==> config.mk <==
export PLATFORM = sky130hd
export DESIGN_NAME = mov_arbiter
export DESIGN_NICKNAME = d
export VERILOG_FILES = /design/src/rtl/mov_arbiter.sv
export SDC_FILE = /design/constraint.sdc
export NUM_CORES = 1
export LEC_CHECK = 0
export ABC_AREA = 1
export BUFFER_PORTS_ARGS = -buffer_cell sky130_fd_sc_hd__clkbuf_2
export CAP_MARGIN = 5
export CORE_MARGIN = 3
export CORE_UTILIZATION = 35
export DETAILED_ROUTE_END_ITERATION = 16
export PLACE_DENSITY = 0.74
export REMOVE_ABC_BUFFERS = 1
export SYNTH_ARGS = -nofsm -noshare
export SYNTH_HDL_FRONTEND = slang
export SYNTH_SLANG_ARGS = --single-unit
==> constraint.sdc <==
create_clock -name clk -period 2.95 [get_ports clk]
set_input_delay 0.59 -clock clk [delete_from_list [all_inputs] [get_ports clk]]
set_output_delay 0.59 -clock clk [all_outputs]
set_load 0.02 [all_outputs]
==> src/rtl/mov_arbiter.sv <==
// mov_arbiter: arbitrates NREQ requesters onto one shared MOV destination register, one move per 4 cycles.
// Build option: define MOV_ARB_FIXED_PRIO_EN for fixed lowest-index-wins priority instead of round-robin.
module mov_arbiter #(
    parameter int NREQ  = 4,
    parameter int WIDTH = 16
) (
    input  logic                  clk,
    input  logic                  rst,
    input  logic [NREQ-1:0]       req,
    input  logic [NREQ*WIDTH-1:0] src_bus,
    output logic [NREQ-1:0]       grant,
    output logic [NREQ-1:0]       ack,
    output logic [WIDTH-1:0]      mov_src,
    output logic                  mov_enable,
    output logic                  busy
);

    localparam int IDX_W = (NREQ > 1) ? $clog2(NREQ) : 1;

    typedef enum logic [1:0] {
        IDLE  = 2'd0,
        LOAD  = 2'd1,
        ISSUE = 2'd2,
        ACK   = 2'd3
    } state_t;

    state_t            state_q, state_d;
    logic [IDX_W-1:0]  ptr_q, ptr_d;
    logic [IDX_W-1:0]  owner_q, owner_d;
    logic [NREQ-1:0]   grant_q, grant_d;
    logic [NREQ-1:0]   ack_q, ack_d;
    logic [WIDTH-1:0]  mov_src_q, mov_src_d;
    logic              mov_enable_q, mov_enable_d;
    logic              busy_q, busy_d;
    logic [IDX_W-1:0]  win;

    function automatic logic [IDX_W-1:0] lowest_set(input logic [NREQ-1:0] v);
        logic [IDX_W-1:0] idx;
        idx = '0;
        for (int k = NREQ - 1; k >= 0; k--) begin
            if (v[k]) idx = IDX_W'(k);
        end
        return idx;
    endfunction

    // Requests above the last owner win first; otherwise wrap to the lowest asserted index.
    function automatic logic [IDX_W-1:0] rr_pick(input logic [NREQ-1:0] r,
                                                 input logic [IDX_W-1:0] ptr);
        logic [NREQ-1:0] upper;
        upper = '0;
        for (int k = 0; k < NREQ; k++) begin
            upper[k] = r[k] && (k > int'(ptr));
        end
        return (upper != '0) ? lowest_set(upper) : lowest_set(r);
    endfunction

    function automatic logic [NREQ-1:0] onehot(input logic [IDX_W-1:0] w);
        logic [NREQ-1:0] v;
        v = '0;
        for (int k = 0; k < NREQ; k++) begin
            if (int'(w) == k) v[k] = 1'b1;
        end
        return v;
    endfunction

    function automatic logic [WIDTH-1:0] pick_src(input logic [NREQ*WIDTH-1:0] bus,
                                                  input logic [IDX_W-1:0]      w);
        logic [WIDTH-1:0] s;
        s = '0;
        for (int k = 0; k < NREQ; k++) begin
            if (int'(w) == k) s = bus[k*WIDTH +: WIDTH];
        end
        return s;
    endfunction

    always_comb begin
`ifdef MOV_ARB_FIXED_PRIO_EN
        win = lowest_set(req);
`else
        win = rr_pick(req, ptr_q);
`endif
    end

    always_comb begin
        state_d      = state_q;
        ptr_d        = ptr_q;
        owner_d      = owner_q;
        grant_d      = grant_q;
        ack_d        = '0;
        mov_src_d    = mov_src_q;
        mov_enable_d = 1'b0;
        busy_d       = busy_q;

        case (state_q)
            IDLE: begin
                if (req != '0) begin
                    owner_d   = win;
                    grant_d   = onehot(win);
                    mov_src_d = pick_src(src_bus, win);
                    busy_d    = 1'b1;
                    state_d   = LOAD;
                end
            end
            LOAD: begin
                mov_enable_d = 1'b1;
                state_d      = ISSUE;
            end
            // The MOV unit captures mov_src on the edge that enters ACK.
            ISSUE: begin
                ack_d   = grant_q;
                state_d = ACK;
            end
            ACK: begin
                grant_d = '0;
                busy_d  = 1'b0;
`ifndef MOV_ARB_FIXED_PRIO_EN
                ptr_d   = owner_q;
`endif
                state_d = IDLE;
            end
            default: begin
                state_d = IDLE;
            end
        endcase
    end

    always_ff @(posedge clk or negedge rst) begin
        if (!rst) begin
            state_q      <= IDLE;
            ptr_q        <= IDX_W'(NREQ - 1);
            owner_q      <= '0;
            grant_q      <= '0;
            ack_q        <= '0;
            mov_src_q    <= '0;
            mov_enable_q <= 1'b0;
            busy_q       <= 1'b0;
        end else begin
            state_q      <= state_d;
            ptr_q        <= ptr_d;
            owner_q      <= owner_d;
            grant_q      <= grant_d;
            ack_q        <= ack_d;
            mov_src_q    <= mov_src_d;
            mov_enable_q <= mov_enable_d;
            busy_q       <= busy_d;
        end
    end

    assign grant      = grant_q;
    assign ack        = ack_q;
    assign mov_src    = mov_src_q;
    assign mov_enable = mov_enable_q;
    assign busy       = busy_q;

    // Structural invariants of the move sequence.
    a_grant_onehot0: assert property (@(posedge clk) disable iff (!rst) $onehot0(grant_q));
    a_en_one_cycle:  assert property (@(posedge clk) disable iff (!rst) mov_enable_q |=> !mov_enable_q);
    a_ack_one_cycle: assert property (@(posedge clk) disable iff (!rst) (ack_q != '0) |=> (ack_q == '0));
    a_en_in_move:    assert property (@(posedge clk) disable iff (!rst) mov_enable_q |-> busy_q);

endmodule

# After elaboration in Yosys (flattened, before gate mapping)
# Index checks and enable logic that the tools add are counted.
[word_totals] n_memories=0 ff_bits=32 output_inout_bits=26 latch_bits=0 ramBits=0 rom_bits=0 inputBits=70 elab_cells=52
[classes] shift=0 order_cmp=3 eq_ne=7 n_bitwise=0 mux=24 div=0 multipliers=0 n_reduce_logical=10 addsub=0
[op_table] op="two-way mux 16 bit" n=4
[op_table] op="two-way mux 2 bit" n=9
[op_table] op="equality test 2 bit (second input constant)" n=4
[op_table] op="two-way mux 4 bit" n=2
[op_table] op="one-hot mux 2 bit (4 select lines)" n=1
[op_table] op="one-hot mux 4 bit (2 select lines)" n=1
[op_table] op="two-way mux 1 bit" n=6
[op_table] op="equality test 2 x 1 -> 1 bit (second input constant)" n=2
[op_table] op="greater-than comparator 2 bit (first input constant)" n=2
[op_table] op="zero test 2 bit" n=2
[op_table] op="AND reduction 2 bit" n=2
[op_table] op="nonzero test 4 bit" n=1
[op_table] op="logical AND 1 bit" n=3
[op_table] op="nonzero test 3 bit" n=1
[op_table] op="greater-than comparator 1 x 2 -> 1 bit (first input constant)" n=1
[op_table] op="!= test 2 bit (second input constant)" n=1
[op_table] op="one-hot mux 1 bit (2 select lines)" n=1
[op_table] op="nonzero test 2 bit" n=1

# Longest topological paths before layout
[depth] word_depth=11 mapped_depth=12 ltp_nobuf=12

# Least setup slack after synthesis
# OpenSTA, ideal clock, no wires.
[synth_timing] kind="input-to-reg" start="input req[3]" end="register owner_q[1]" path_buffers=2 path_slack_ps=1365 cell_stages=7 t_required_ps=2831 arrival_ps=1466 setup_time_ps=119 path_cell_list="nor2_1 nand3_1 nand2_2 inv_2 buf_4 buf_6 o21a_1"
[synth_between] elab_chain_cells=5 elab_cells_between_ends=12 cone_classes="mux (8); reduce/logical (4)"
[synth_lines] element="start, declared" line="9" rtl="input logic [NREQ-1:0] req,"
[synth_lines] element="two-way mux 2 bit / logical AND 1 bit (equally long branches)" line="41, 52"
[synth_lines] element="two-way mux 2 bit (3 in series)" line="41" rtl="if (v[k]) idx = IDX_W'(k);"
[synth_lines] element="two-way mux 2 bit" line="54" rtl="return (upper != '0) ? lowest_set(upper) : lowest_set(r);"
[synth_lines] element="end signal, assigned" line="140" rtl="owner_q <= owner_d;"
[synth_lines] element="end, declared" line="29" rtl="logic [IDX_W-1:0] owner_q, owner_d;"
# Parallel ways exist; a longest one is shown, timed or not.
# A chain may end at the register's enable or synchronous reset.

# Final worst setup path
[layout_timing] start="register ptr_q[0]" end="register mov_src_q[9], in the netlist mov_src[9]"
[layout_between] elab_chain_cells=11 elab_cells_between_ends=19 cone_classes="order compare (3); eq/ne (3); mux (8); reduce/logical (5)"
[layout_lines] element="start, declared" line="28" rtl="logic [IDX_W-1:0] ptr_q, ptr_d;"
[layout_lines] element="start signal, assigned" line="130" rtl="ptr_q <= IDX_W'(NREQ - 1);"
[layout_lines] element="start signal, assigned" line="139" rtl="ptr_q <= ptr_d;"
[layout_lines] element="greater-than comparator 2 bit" line="52" rtl="upper[k] = r[k] && (k > int'(ptr));"
[layout_lines] element="logical AND 1 bit" line="52"
[layout_lines] element="two-way mux 2 bit (3 in series)" line="41"
[layout_lines] element="two-way mux 2 bit *" line="54"
[layout_lines] element="zero test 2 bit" line="71" rtl="if (int'(w) == k) s = bus[k*WIDTH +: WIDTH];"
[layout_lines] element="two-way mux 16 bit (3 in series)" line="71"
[layout_lines] element="two-way mux 16 bit *" line="71"
[layout_lines] element="end signal, assigned" line="143" rtl="mov_src_q <= mov_src_d;"
[layout_lines] element="end, declared" line="32" rtl="logic [WIDTH-1:0] mov_src_q, mov_src_d;"
# Every way passes the cells marked *; elsewhere a longest branch is shown, timed or not.

==> metrics.md <==
| Metric | Value |
|---|---|
| Class of the most critical setup path | `flip-flop to flip-flop` |
| Die height | `around 80 um` |
| Number of enable-type register cells in the synthesized netlist | `0` |
| Total area of sequential cells | `803 um^2` |
| Area contributors post-synth | `sky130_fd_sc_hd__dfrtp_1 38%, sky130_fd_sc_hd__nand3_1 12%, sky130_fd_sc_hd__nand2_1 11%` |
| Antenna viol nets, final | `0` |
| Residual DRC | `0` |
| Area taken by multi-input logic gates | `960 um^2` |
| Worst IR Drop VDD | `0.369 mV` |
| Routability Congestion | `0.788` |
| GR Overflow Total | `0` |
| H-tree levels | `2` |
| Power Density | `slightly below 1000 nW/um^2` |
| Proportion of synthesized chip area in sequential cells | `40.8%` |
| Share of flip-flops with an asynchronous set or reset after synthesis | `100%` |
| Iter 0 DRT Violations | `146` |
| Number of instances in the synthesized netlist | `267` |
| Avg WL per Cell | `13.0 um` |
| Class of the tightest hold or removal check | `input pin to asynchronous set/reset pin` |
| RSZ-0062 raised after global routing | `false` |
| Number of cells on the worst reg-to-reg path | `9` |
| Relative slew margins | `45.2%` |
| Setup TNS | `0 ns` |
| First-pass GRT wire length | `8570 um` |
| Worst-Margin Slew | `0.823 ns` |
| Library cell with the highest instance count after synthesis | `sky130_fd_sc_hd__nand2_1` |
| Die Wd | `81.0 um` |
| Leakage component of the power | `1.39 nW` |
| Result of the run | `finished clean` |
| Portion of the clock cycle consumed by the worst path in the final layout | `61.8%` |
| Number of fill cells | `547` |
| Unique cell type count in the Yosys netlist | `23` |
| Clk Latency, worst-skew pair | `0.28 ns` |
| Rows | `26` |
| Sequential Power Share | `approximately 31%` |
| Cell accounting for the most synthesized area | `sky130_fd_sc_hd__dfrtp_1` |
| Clock power frac | `around 17%` |
| Die area | `about 6600 um^2` |
| Top-Level Pins | `96` |
| Arrival time at the worst endpoint | `1.99 ns` |
| Buf+Inv Stages, Crit Path | `2` |
| Via density per instance | `4.89` |
| Setup Skew | `around 0.0052 ns` |
| Post-CTS Resized | `0` |
| Clock sinks | `32` |
| Internal power component | `1.34 mW` |
| Pin count of the biggest net entering global routing | `33` |
| Count of max-cap constraint violations | `0` |
| Post-CTS Repair Setup Buffers | `0` |
| Hold Fails Final Rpt | `0` |
| Placed instance area | `2430 um^2` |
| Number of antenna violations at the first check in global routing | `0` |
| Switching part of the total power | `46.6%` |
| Minimum period implied by the final worst setup slack | `around 1.8 ns` |
| Number of clock buffers inserted by TritonCTS | `5` |
| Beginning of the critical path | `ptr_q[0]` |
| Portion of synthesized cell area occupied by the leading cell type | `38.2%` |
| Psw | `1.17 mW` |
| Slowest cell on the critical path | `sky130_fd_sc_hd__dfstp_2` |
| TritonCTS clock tree | `built` |
| Commonest register cell after synthesis | `sky130_fd_sc_hd__dfrtp_1` |
| Worst-path clk slew | `0.07 ns` |
| Layout area overhead | `29.5%` |
| Vias in the first global route | `1869` |
| Total GRT Usage | `17.1%` |
| Buffer type at the clock tree root | `sky130_fd_sc_hd__clkbuf_8` |
| Total via count after detailed routing | `2092` |
| Port Buf Inserts | `95` |
| Gate family responsible for the most delay along the worst path | `simple AND/OR/NAND/NOR gates` |
| Maximum root-to-sink buffer count | `2` |
| Final setup violation count | `0` |
| Crit-path max cell delay | `~0.53 ns` |
| Data required time at the worst endpoint | `between 3 and 4 ns` |
| Number of warnings printed during yosys synthesis | `0` |
| Iteration count of the initial detailed-routing pass | `4` |
| Cell area after synthesis | `about 2000 um^2` |
| Detailed placer's ending HPWL | `about 4100 um` |
| Share of final-layout standard cells stronger than drive strength 1 | `34.1%` |
| Cts-stage hold buffer count | `0` |
| Number of storage elements in the synthesis netlist | `32` |
| Worst setup slack for register-to-register paths | `1.13 ns` |
| Highest clock frequency the design can meet | `549 MHz` |
| Nature of the critical path startpoint | `flip-flop` |
| Core area | `5270 um^2` |
| Final count of pins violating max slew | `0` |
| Kind of end point of the critical path | `flip-flop` |
| Cell chain of the critical path | `inv_1, nand3_2, nand3_4, nor2_4, inv_1, nor2_1, nor2_1, nand2_1, nand2_1` |
| Maximum fanout encountered on the critical timing path | `21` |
| Cell area after layout | `roughly 2500 um^2` |
| Most frequent cells after synthesis | `59 x sky130_fd_sc_hd__nand2_1, 48 x sky130_fd_sc_hd__nand3_1, 45 x sky130_fd_sc_hd__nor2_1, 30 x sky130_fd_sc_hd__dfrtp_1, 21 x sky130_fd_sc_hd__inv_1` |
| Combinational power share | `52.7%` |
| Total detailed-routing wirelength | `5570 um` |
| Capture instance of the worst register-to-register path | `mov_src[9]` |
| Starting density of the core | `between 30% and 40%` |
| Origin of the critical flop-to-flop path | `ptr_q[0]` |
| Average cell area after synthesis | `7.37 um^2` |
| Diodes inserted | `0` |
| Number of nets at the end of the flow | `432` |
-- placed cells by master, fill, tap and decap left out --
master / Yosys / layout
sky130_fd_sc_hd__ha_1: 5 / 5
sky130_fd_sc_hd__nor2_2: 1 / 1
sky130_fd_sc_hd__dfstp_2: 2 / 2
sky130_fd_sc_hd__nor2_4: 1 / 1
sky130_fd_sc_hd__nand4_1: 13 / 13
sky130_fd_sc_hd__nand3_1: 48 / 48
sky130_fd_sc_hd__clkbuf_2: 0 / 95
sky130_fd_sc_hd__clkbuf_8: 0 / 5
sky130_fd_sc_hd__nand3_4: 1 / 1
sky130_fd_sc_hd__o21ai_0: 6 / 6
sky130_fd_sc_hd__nand2_1: 59 / 59
sky130_fd_sc_hd__nor2_1: 45 / 45
sky130_fd_sc_hd__nand2_2: 3 / 3
sky130_fd_sc_hd__a22oi_1: 2 / 2
sky130_fd_sc_hd__dfrtp_1: 30 / 30
sky130_fd_sc_hd__inv_1: 21 / 21
sky130_fd_sc_hd__clkinvlp_4: 0 / 1
sky130_fd_sc_hd__nand2_4: 2 / 2
sky130_fd_sc_hd__inv_2: 6 / 6
sky130_fd_sc_hd__o21a_1: 2 / 2
sky130_fd_sc_hd__bufinv_16: 0 / 1
sky130_fd_sc_hd__o22ai_1: 3 / 3
sky130_fd_sc_hd__nand3_2: 2 / 2
sky130_fd_sc_hd__buf_4: 5 / 1
sky130_fd_sc_hd__clkinv_2: 0 / 1
sky130_fd_sc_hd__o21ai_1: 2 / 2
-- metal layers --
layer	routed length [um]	track usage [%]	share of wire (%)
met4	50	4.90	0.90
met3	487	5.21	8.7
met5	0	0	0
met2	2490	27.0	45
met1	2540	22.5	46
-- flip-flops by register name, indices dropped and copies added (netlist names) --
register    count
busy            1
ptr_q           2
ack             4
owner_q         2
mov_enable      1
mov_src        16
state_q         2
grant           4
-- worst max path at each step --
stage	end	slack (ns)	cells after the start
2_1_floorplan	mov_src[9]	1.22	8
3_3_place_gp	mov_src[9]	0.94	11
3_5_place_dp	mov_src[9]	0.87	11
4_1_cts	mov_src[9]	1.11	9
5_1_grt	mov_src[11]	0.95	8
6_report	mov_src[9]	1.13	9
-- per-stage QoR --
| stage | util [%] | instances | hold slack (ns) | worst slack (ns) | power (mW) |
|---|---|---|---|---|---|
| 3_3_place_gp | 46.2 | 420 | 0.468 | 0.940 | 2.07 |
| 5_1_grt | 48.3 | 428 | 0.450 | 0.954 | 2.73 |
| 2_1_floorplan | - | 254 | 0.294 | 1.22 | 1.67 |
| 3_5_place_dp | 46.2 | 420 | 0.472 | 0.870 | 2.10 |
| 6_report | 48.3 | 428 | 0.385 | 1.13 | 2.50 |
| 4_1_cts | 48.3 | 428 | 0.428 | 1.11 | 2.53 |
-- power groups by stage --
stage / Combinational [mW] / Sequential, mW / Clock (mW)
6_report: 1.32 / 0.767 / 0.417
3_3_place_gp: 1.29 / 0.775 / 0
3_5_place_dp: 1.32 / 0.777 / 0
2_1_floorplan: 0.724 / 0.947 / 0
5_1_grt: 1.49 / 0.787 / 0.454
4_1_cts: 1.33 / 0.769 / 0.432
-- kinds of logic after synthesis --
logic type	share of synthesized area (%)
DFF	40.8
AOI/OAI and AO/OA	4.52
buffers and inverters	10.4
adders and majority gates	3.18
and+or+nand+nor	41.1
-- layout make-up --
class,count,area share [%]
Clock buffer,5,2.70
Multi-Input combinational cell,195,37.7
Tap cell,70,3.44
Timing Repair Buffer,96,19.0
Sequential cell,32,31.5
Inverter,27,3.98
Clock inverter,3,1.67
No activity file was read; power rests on OpenSTA's default activity.
